**config.mk**
```make
export PLATFORM = sky130hd
export DESIGN_NAME = alu_control_mc_flat
export DESIGN_NICKNAME = d
export VERILOG_FILES = /design/src/rtl/alu_control_mc_if.sv /design/src/rtl/alu_control_mc.sv /design/src/flat_wrapper.sv
export SDC_FILE = /design/constraint.sdc
export NUM_CORES = 1
export LEC_CHECK = 0
export BUFFER_PORTS_ARGS = -buffer_cell sky130_fd_sc_hd__buf_4
export CELL_PAD_IN_SITES_DETAIL_PLACEMENT = 0
export CELL_PAD_IN_SITES_GLOBAL_PLACEMENT = 2
export CORE_MARGIN = 4
export CORE_UTILIZATION = 27
export CTS_CLUSTER_DIAMETER = 50
export CTS_CLUSTER_SIZE = 10
export DETAILED_ROUTE_END_ITERATION = 12
export GPL_TIMING_DRIVEN = 0
export PLACE_DENSITY_LB_ADDON = 0.08
export SLEW_MARGIN = 10
export SYNTH_ARGS = -nofsm -noshare
export SYNTH_HDL_FRONTEND = slang
export SYNTH_SLANG_ARGS = --single-unit
```
**constraint.sdc**
```tcl
create_clock -name clk -period 1.8 [get_ports clk]
set_input_delay 0.36 -clock clk [delete_from_list [all_inputs] [get_ports clk]]
set_output_delay 0.36 -clock clk [all_outputs]
set_load 0.005 [all_outputs]
```
**src/rtl/alu_control_mc_if.sv**
```systemverilog
// alu_control_mc_if: decode-stage to ALU-control handshake bundle
interface alu_control_mc_if #(parameter int OP_W = 5);
  logic            valid_in;
  logic            ready_in;
  logic [1:0]      ALUop;
  logic [6:0]      funct7;
  logic [2:0]      funct3;
  logic            flush;
  logic [OP_W-1:0] op;
  logic            op_valid;
  logic            is_md;
  logic            stall;
  logic            md_done;
  logic            illegal;
  modport master (
    output valid_in, ALUop, funct7, funct3, flush,
    input  ready_in, op, op_valid, is_md, stall, md_done, illegal
  );
  modport slave (
    input  valid_in, ALUop, funct7, funct3, flush,
    output ready_in, op, op_valid, is_md, stall, md_done, illegal
  );
endinterface

```
**src/rtl/alu_control_mc.sv**
```systemverilog
// alu_control_mc: registered RV32IM ALU op decode with fixed-latency multiply/divide stall sequencing
module alu_control_mc #(
  parameter int OP_W     = 5,
  parameter int ENABLE_M = 1,
  parameter int MUL_LAT  = 4,
  parameter int DIV_LAT  = 32
) (
  input logic             clk,
  input logic             reset,
  alu_control_mc_if.slave bus
);
  localparam int MAX_LAT = (MUL_LAT > DIV_LAT) ? MUL_LAT : DIV_LAT;
  localparam int CW      = (MAX_LAT > 1) ? $clog2(MAX_LAT) : 1;
  localparam logic [0:0] IDLE   = 1'b0;
  localparam logic [0:0] MD_RUN = 1'b1;
  localparam logic [4:0] BASE [8] = '{5'd2, 5'd4, 5'd8, 5'd9, 5'd3, 5'd5, 5'd1, 5'd0};
  logic [0:0]      state_q, state_d;
  logic [CW-1:0]   cnt_q, cnt_d;
  logic [OP_W-1:0] op_q, op_d;
  logic            op_valid_q, op_valid_d;
  logic            is_md_q, is_md_d;
  logic            md_done_q, md_done_d;
  logic            illegal_q, illegal_d;
  logic [4:0]      dec;
  logic            dec_ill, dec_md;
  always_comb begin
    dec     = BASE[bus.funct3];
    dec_ill = 1'b0;
    dec_md  = 1'b0;
    case (bus.ALUop)
      2'b00: dec = 5'd2;
      2'b01: dec = 5'd6;
      2'b10: begin
        if (bus.funct7 == 7'h20 && bus.funct3 == 3'b000) dec = 5'd6;
        else if (bus.funct7 == 7'h20 && bus.funct3 == 3'b101) dec = 5'd7;
        else if (bus.funct7 == 7'h01 && ENABLE_M != 0) begin
          dec    = {2'b10, bus.funct3};
          dec_md = 1'b1;
        end
        else if (bus.funct7 != 7'h00) dec_ill = 1'b1;
      end
      default: begin
        if (bus.funct3 == 3'b101 && bus.funct7 == 7'h20) dec = 5'd7;
        else if ((bus.funct3 == 3'b001 || bus.funct3 == 3'b101) && bus.funct7 != 7'h00) dec_ill = 1'b1;
      end
    endcase
    dec = dec_ill ? 5'd2 : dec;
  end
  always_comb begin
    state_d    = state_q;
    cnt_d      = cnt_q;
    op_d       = op_q;
    is_md_d    = is_md_q;
    illegal_d  = illegal_q;
    op_valid_d = 1'b0;
    md_done_d  = 1'b0;
    if (bus.flush) begin
      state_d   = IDLE;
      cnt_d     = '0;
      illegal_d = 1'b0;
    end else if (state_q == IDLE) begin
      if (bus.valid_in) begin
        op_d       = OP_W'(dec);
        is_md_d    = dec_md;
        illegal_d  = dec_ill;
        op_valid_d = 1'b1;
        state_d    = dec_md ? MD_RUN : IDLE;
        cnt_d      = !dec_md ? cnt_q : bus.funct3[2] ? CW'(DIV_LAT - 1) : CW'(MUL_LAT - 1);
      end
    end else if (cnt_q == '0) begin
      state_d   = IDLE;
      md_done_d = 1'b1;
    end else begin
      cnt_d = cnt_q - 1'b1;
    end
  end
  always_ff @(posedge clk) begin
    if (reset) begin
      state_q    <= IDLE;
      cnt_q      <= '0;
      op_q       <= OP_W'(2);
      op_valid_q <= 1'b0;
      is_md_q    <= 1'b0;
      md_done_q  <= 1'b0;
      illegal_q  <= 1'b0;
    end else begin
      state_q    <= state_d;
      cnt_q      <= cnt_d;
      op_q       <= op_d;
      op_valid_q <= op_valid_d;
      is_md_q    <= is_md_d;
      md_done_q  <= md_done_d;
      illegal_q  <= illegal_d;
    end
  end
  assign bus.op       = op_q;
  assign bus.op_valid = op_valid_q;
  assign bus.is_md    = is_md_q;
  assign bus.stall    = (state_q == MD_RUN);
  assign bus.ready_in = (state_q != MD_RUN);
  assign bus.md_done  = md_done_q;
  assign bus.illegal  = illegal_q;
endmodule

```
**src/flat_wrapper.sv**
```systemverilog
// flat-port wrapper written by rule: the top's interface ports become plain ports
module alu_control_mc_flat 
#(
  parameter int OP_W     = 5,
  parameter int ENABLE_M = 1,
  parameter int MUL_LAT  = 4,
  parameter int DIV_LAT  = 32
)
  (clk, reset, bus_valid_in, bus_ALUop, bus_funct7, bus_funct3, bus_flush, bus_ready_in, bus_op, bus_op_valid, bus_is_md, bus_stall, bus_md_done, bus_illegal);
  alu_control_mc_if #(.OP_W(OP_W)) bus_i ();
  input logic clk;
  input logic reset;
  input wire logic [$bits(bus_i.valid_in)-1:0] bus_valid_in;
  input wire logic [$bits(bus_i.ALUop)-1:0] bus_ALUop;
  input wire logic [$bits(bus_i.funct7)-1:0] bus_funct7;
  input wire logic [$bits(bus_i.funct3)-1:0] bus_funct3;
  input wire logic [$bits(bus_i.flush)-1:0] bus_flush;
  output wire logic [$bits(bus_i.ready_in)-1:0] bus_ready_in;
  output wire logic [$bits(bus_i.op)-1:0] bus_op;
  output wire logic [$bits(bus_i.op_valid)-1:0] bus_op_valid;
  output wire logic [$bits(bus_i.is_md)-1:0] bus_is_md;
  output wire logic [$bits(bus_i.stall)-1:0] bus_stall;
  output wire logic [$bits(bus_i.md_done)-1:0] bus_md_done;
  output wire logic [$bits(bus_i.illegal)-1:0] bus_illegal;
  assign bus_i.valid_in = bus_valid_in;
  assign bus_i.ALUop = bus_ALUop;
  assign bus_i.funct7 = bus_funct7;
  assign bus_i.funct3 = bus_funct3;
  assign bus_i.flush = bus_flush;
  assign bus_ready_in = bus_i.ready_in;
  assign bus_op = bus_i.op;
  assign bus_op_valid = bus_i.op_valid;
  assign bus_is_md = bus_i.is_md;
  assign bus_stall = bus_i.stall;
  assign bus_md_done = bus_i.md_done;
  assign bus_illegal = bus_i.illegal;
  alu_control_mc #(.OP_W(OP_W), .ENABLE_M(ENABLE_M), .MUL_LAT(MUL_LAT), .DIV_LAT(DIV_LAT)) u_core (.clk(clk), .reset(reset), .bus(bus_i));
endmodule
```
==> Yosys cells after proc, flatten, opt, wreduce, memory -nomap -nowiden <==
Memories as Yosys holds them, arrays and structs flattened.
Index checks and enable logic that the tools add are counted.
{ "word_totals": {"wordCells": 67, "memories": 1, "latchBits": 0, "reg_bits": 15, "input_bits": 16, "rom_bits": 40, "out_inout_bits": 11, "ram_bits": 0} }
{ "op_classes": {"mux": 30, "multipliers": 0, "n_lt_le_gt_ge": 1, "n_reduce_logical": 17, "div": 0, "shift": 0, "n_eq_ne": 7, "addsub": 1, "bitwise": 3} }
{ "mem_list": {"columns": ["name", "depth", "word_bits", "rd", "rd_clocked_by_memory_dff", "write_ports", "line", "text"], "rows": [
  ["(name not given)", 8, 5, 1, 0, 0, "alu_control_mc.sv:27", "dec = BASE[bus.funct3];"]
]} }
{ "op_table": {"columns": ["op", "count"], "rows": [
  ["5-bit two-way mux", 12],
  ["1-bit two-way mux", 16],
  ["5-bit one-hot mux with 3 select lines", 1],
  ["7-bit by 1-bit == test with 1-bit output, second input constant", 1],
  ["7-bit by 6-bit == test with 1-bit output, second input constant", 1],
  ["7-bit nonzero test", 1],
  ["3-bit AND reduction", 2],
  ["3-bit OR reduction", 2],
  ["5-bit logical NOT", 1],
  ["5-bit by 1-bit subtractor with 5-bit output, second input constant", 1],
  ["4-bit greater-or-equal comparator, second input constant", 1],
  ["3-bit inverter with 4-bit output", 1],
  ["2-bit nonzero test", 2],
  ["2-bit OR reduction", 2],
  ["3-bit by 1-bit == test with 1-bit output, second input constant", 1],
  ["3-bit == test, second input constant", 1],
  ["1-bit logical AND", 3],
  ["3-bit logical NOT", 1],
  ["2-bit by 1-bit == test with 1-bit output, second input constant", 1],
  ["2-bit == test, second input constant", 1],
  ["2-bit logical NOT", 1],
  ["2-bit inequality test, second input constant", 1],
  ["1-bit inverter", 2],
  ["1-bit one-hot mux with 2 select lines", 1],
  ["other kinds (2)", 2]
]} }

==> Logic depth before layout (Yosys ltp) <==
{ "depth": {"ltp_word": 9, "ltp_mapped": 7, "mapped_depth_nobuf": 7} }

==> Least setup slack after synthesis <==
No wires, ideal clock.
{ "synth_timing": {"path_kind": "input-to-reg", "startpoint": "input bus_funct3[2]", "endpoint": "register u_core.op_q[3] (netlist: u_core.bus.op[3])", "path_buffers": 1, "slack_ps": 136, "required_ps": 1730, "path_stages": 6, "arrival_time_ps": 1595, "setup_ps": 70, "path_cell_list": "buf_2 -> nor4bb_1 -> a211o_2 -> a21boi_2 -> or4_1 -> a21oi_1"} }
{ "synth_between": {"elab_chain_len": 9, "word_cells_on_any_way": 22, "cone_classes": "eq/ne: 2; mux: 13; bitwise: 1; reduce/logical: 5; memory: 1"} }
{ "synth_rtl": {"columns": ["element", "line", "text"], "rows": [
  ["from (decl)", "flat_wrapper.sv:16", "input wire logic [$bits(bus_i.funct3)-1:0] bus_funct3;"],
  ["3-bit inverter with 4-bit output (not written as such)", "alu_control_mc.sv:27", null],
  ["memory read 8 x 5 bit", null, null],
  ["5-bit two-way mux (not written as such) (2 in a row)", "alu_control_mc.sv:27", null],
  ["5-bit two-way mux", "alu_control_mc.sv:36", "else if (bus.funct7 == 7'h01 && ENABLE_M != 0) begin"],
  ["5-bit two-way mux", "alu_control_mc.sv:35", "else if (bus.funct7 == 7'h20 && bus.funct3 == 3'b101) dec = 5'd7;"],
  ["5-bit two-way mux", "alu_control_mc.sv:34", "if (bus.funct7 == 7'h20 && bus.funct3 == 3'b000) dec = 5'd6;"],
  ["5-bit one-hot mux with 3 select lines", "alu_control_mc.sv:30", "case (bus.ALUop)"],
  ["5-bit two-way mux (*)", "alu_control_mc.sv:47", "dec = dec_ill ? 5'd2 : dec;"],
  ["to (signal assigned)", "alu_control_mc.sv:89", "op_q <= op_d;"],
  ["to (decl)", "alu_control_mc.sv:19", "logic [OP_W-1:0] op_q, op_d;"]
]} }
Every way passes the cells marked *; elsewhere a longest branch is shown, timed or not. The select of a mux whose other input is x is not followed.
A chain may end at the register's enable or synchronous reset.

==> Worst setup path after layout <==
{ "layout_timing": {"startpoint": "register u_core.state_q (netlist: u_core.bus.stall)", "endpoint": "register u_core.op_q[3] (netlist: u_core.bus.op[3])"} }
{ "layout_between": {"elab_chain_len": 2} }
{ "layout_rtl": {"columns": ["element", "line", "text"], "rows": [
  ["from (decl)", "alu_control_mc.sv:17", "logic [0:0] state_q, state_d;"],
  ["from (signal assigned)", "alu_control_mc.sv:87", "state_q <= state_d;"],
  ["1-bit inverter (no line)", null, null],
  ["3-bit AND reduction (no line)", null, null]
]} }
No other way between the ends.

==> results.py <==
metrics = {
    "clock_tree": {
        "cts_max_path_buffers": 2,
        "cts_setup_buffers": 0,
        "clock_sinks": 15,
        "cts-root-buf": "clkbuf_4",
        "path_clk_slew_ns": 0.10,
        "clk_latency_ns": 0.28,
        "cts_buffers": 3,
        "cts_resized": 0,
        "tritoncts": "yes",
        "h-tree-depth": 1,
        "cts_hold_buf": 0,
    },
    "route": {
        "met1_length_um": 1200,
        "drtAntennaViolNets": 0,
        "via_per_inst": 4.92,
        "drc": 0,
        "drt_wl_total_um": 2310,
        "topRoutingLayerUsed": "met4",
        "dr_total_vias": 920,
        "firstDrtPassIters": 4,
        "wl_met2_um": 933,
        "met3WireLength_um": 144,
        "wire_per_inst_um": 12.4,
        "first_iter_violations": 32,
    },
    "worst_setup_path": {
        "critical_path.max_fanout": 8,
        "start_kind": "flip-flop",
        "worstPathRequired_ns": 2.01,
        "arrival_ns": 1.85,
        "end_kind": "flip-flop",
        "path_class": "flip-flop to flip-flop",
    },
    "final_layout": {
        "antennaDiodeCount": 0,
        "design_area_mm2": 0.00117,
        "syn_to_final_growth_pct": 29.8,
        "layout-drive-gt1-share": 0.245,
        "final_cells": 187,
        "fillers": 347,
        "layout.nets": 162,
    },
    "global_routing": {
        "grtUsageTotal": 0.123,
        "grt-ovfl-total": 0,
        "grt_pass1_wl_um": 4250,
        "grt_pass1_vias": 904,
        "grt_start_max_net_pins": 11,
        "antenna_found_initial": 0,
    },
    "die": {
        "die_x_um": 65.8,
        "coreArea_mm2": 0.00313,
        "ios": 27,
        "start_util": 0.289,
        "die-area_mm2": 0.00433,
        "fp-row-count": 20,
        "die_y_um": 65.8,
    },
    "placement": {
        "dp.cells": 183,
        "hpwl_um": 1840,
        "gp_congestion": 0.720,
        "portBuffers": 24,
        "dpl-instance-area_mm2": 0.00114,
    },
    "timing": {
        "period_share": 0.912,
        "rsz0062_at_grt": "no",
        "drv_slew": 0,
        "finalCriticalPeriod_ns": 1.64,
        "final-setup-viol-count": 0,
        "relSlewSlack": 0.632,
        "tightest_slew_ns": 0.538,
        "clock_skew_ns": 0.00646,
        "timing.hold.ws_ns": 0.287,
        "final-hold-violation-count": 0,
        "max_freq_mhz": 609,
    },
    "synthesis": {
        "seq_area_frac_synth": 0.332,
        "syn_area_um2": 903,
        "ys_warn_count": 0,
        "ys_types": 38,
        "synth.net_count": 133,
        "synth_top_flop_cell": "dfxtp_1",
        "async_flop_share": 0,
        "syn_inst": 115,
        "synth_area_per_cell_um2": 7.86,
        "ys_ff_latch": 15,
        "synth_edf_count": 0,
    },
    "outcome": {
        "status": "complete, no violations",
    },
    "power": {
        "ir_drop_v": 0.000164,
        "p_leak_nw": 0.462,
        "powerDensity_mw_per_mm2": 538,
    },
    "job": {
        "maxCapViolCount": 0,
    },
    "min_path": {
        "min_path_type": "input port to flip-flop",
    },
}
-- metal layers --
metal  up-vias  global-route usage
met1       410               0.181
met2        29               0.176
met5         -                   0
met3         2              0.0170
met4         0              0.0466
li1        479                   -
-- sequential cells by signal, summed over array words and instances, names as in the netlist --
| signal | cells |
|---|---|
| u_core.bus.illegal | 1 |
| u_core.bus.is_md | 1 |
| u_core.bus.md_done | 1 |
| u_core.bus.op | 5 |
| u_core.bus.op_valid | 1 |
| u_core.bus.stall | 1 |
| u_core.cnt_q | 5 |
-- cells in the final DEF, fill, tap and decap left out, drive strengths merged, types with 2 or more instances in the layout --
cell	synthesis	routed
buf	2	26
dfxtp	15	15
nor2	13	13
a21oi	12	12
nand2	10	10
o21ai	9	9
inv	8	8
clkbuf	2	6
nand2b	4	4
nor2b	3	3
nor3b	3	3
nor3	3	3
o31a	2	2
and2	2	2
a41o	2	2
nand4	2	2
nand3	2	2
ha	2	2
nor4	2	2
a41oi	2	2
-- cells in the mapped netlist (3+ instances only) --
library cell / number / area share
a21oi_1: 12 / 0.066
dfxtp_1: 15 / 0.33
inv_1: 8 / 0.033
nand2_1: 10 / 0.042
nand2b_1: 4 / 0.028
nor2_1: 13 / 0.054
nor2b_1: 3 / 0.021
nor3_1: 3 / 0.017
nor3b_1: 3 / 0.025
o21ai_0: 8 / 0.044
-- power breakdown --
part / internal (mW) / leakage (nW) / switching [mW]
Combinational: 0.0458 / 0.326 / 0.0559
Clock: 0.0857 / 0.0150 / 0.107
Sequential: 0.335 / 0.121 / 0.00138
Total: 0.466 / 0.462 / 0.164
-- cell type report --
| class | count | area, um2 | share of cell area |
|---|---|---|---|
| tap | 44 | 55.1 | 0.0470 |
| clock buffer | 4 | 26.3 | 0.0224 |
| multi-input combinational | 88 | 557 | 0.475 |
| buffer | 4 | 23.8 | 0.0203 |
| sequential | 15 | 300 | 0.256 |
| inverter | 8 | 30.0 | 0.0256 |
| timing repair buffer | 24 | 180 | 0.154 |
-- cell families (layout without fill, tap and decap cells) --
kind of cell | Yosys count | count (layout) | synth area share
AOI/OAI and AO/OA | 38 | 38 | 0.285
adders and majority gates | 2 | 2 | 0.0277
buffers and inverters | 12 | 40 | 0.0596
DFF | 15 | 15 | 0.332
and+or+nand+nor | 48 | 48 | 0.295
-- final timing paths --
| check | cells past startpoint | endpoint | slack, ns | start |
|---|---|---|---|---|
| max | 5 | u_core.bus.op[3] | 0.16 | u_core.bus.stall |
| min | 2 | u_core.bus.op[3] | 0.29 | reset |
| max reg2reg | 5 | u_core.bus.op[3] | 0.16 | u_core.bus.stall |
| min reg2reg | 2 | u_core.bus.op[2] | 0.44 | u_core.bus.op[2] |
-- critical path, stage by stage (launching register included) --
cell	delay, ns
dfxtp_1	0.39
nand2b_1	0.19
nor2_1	0.31
nand2_1	0.12
or4_1	0.44
a21oi_1	0.13
-- stage by stage --
stage | setup WS, ns | total power, mW | util | TNS [ns]
2_1_floorplan | 0.136 | 0.393 | - | 0
3_3_place_gp | -0.111 | 0.445 | 0.364 | -0.146
3_5_place_dp | -0.138 | 0.445 | 0.364 | -0.221
4_1_cts | 0.0815 | 0.638 | 0.372 | 0
5_1_grt | 0.0134 | 0.667 | 0.375 | 0
6_report | 0.158 | 0.631 | 0.375 | 0
Note: power is estimated with default switching activity, not from simulation.
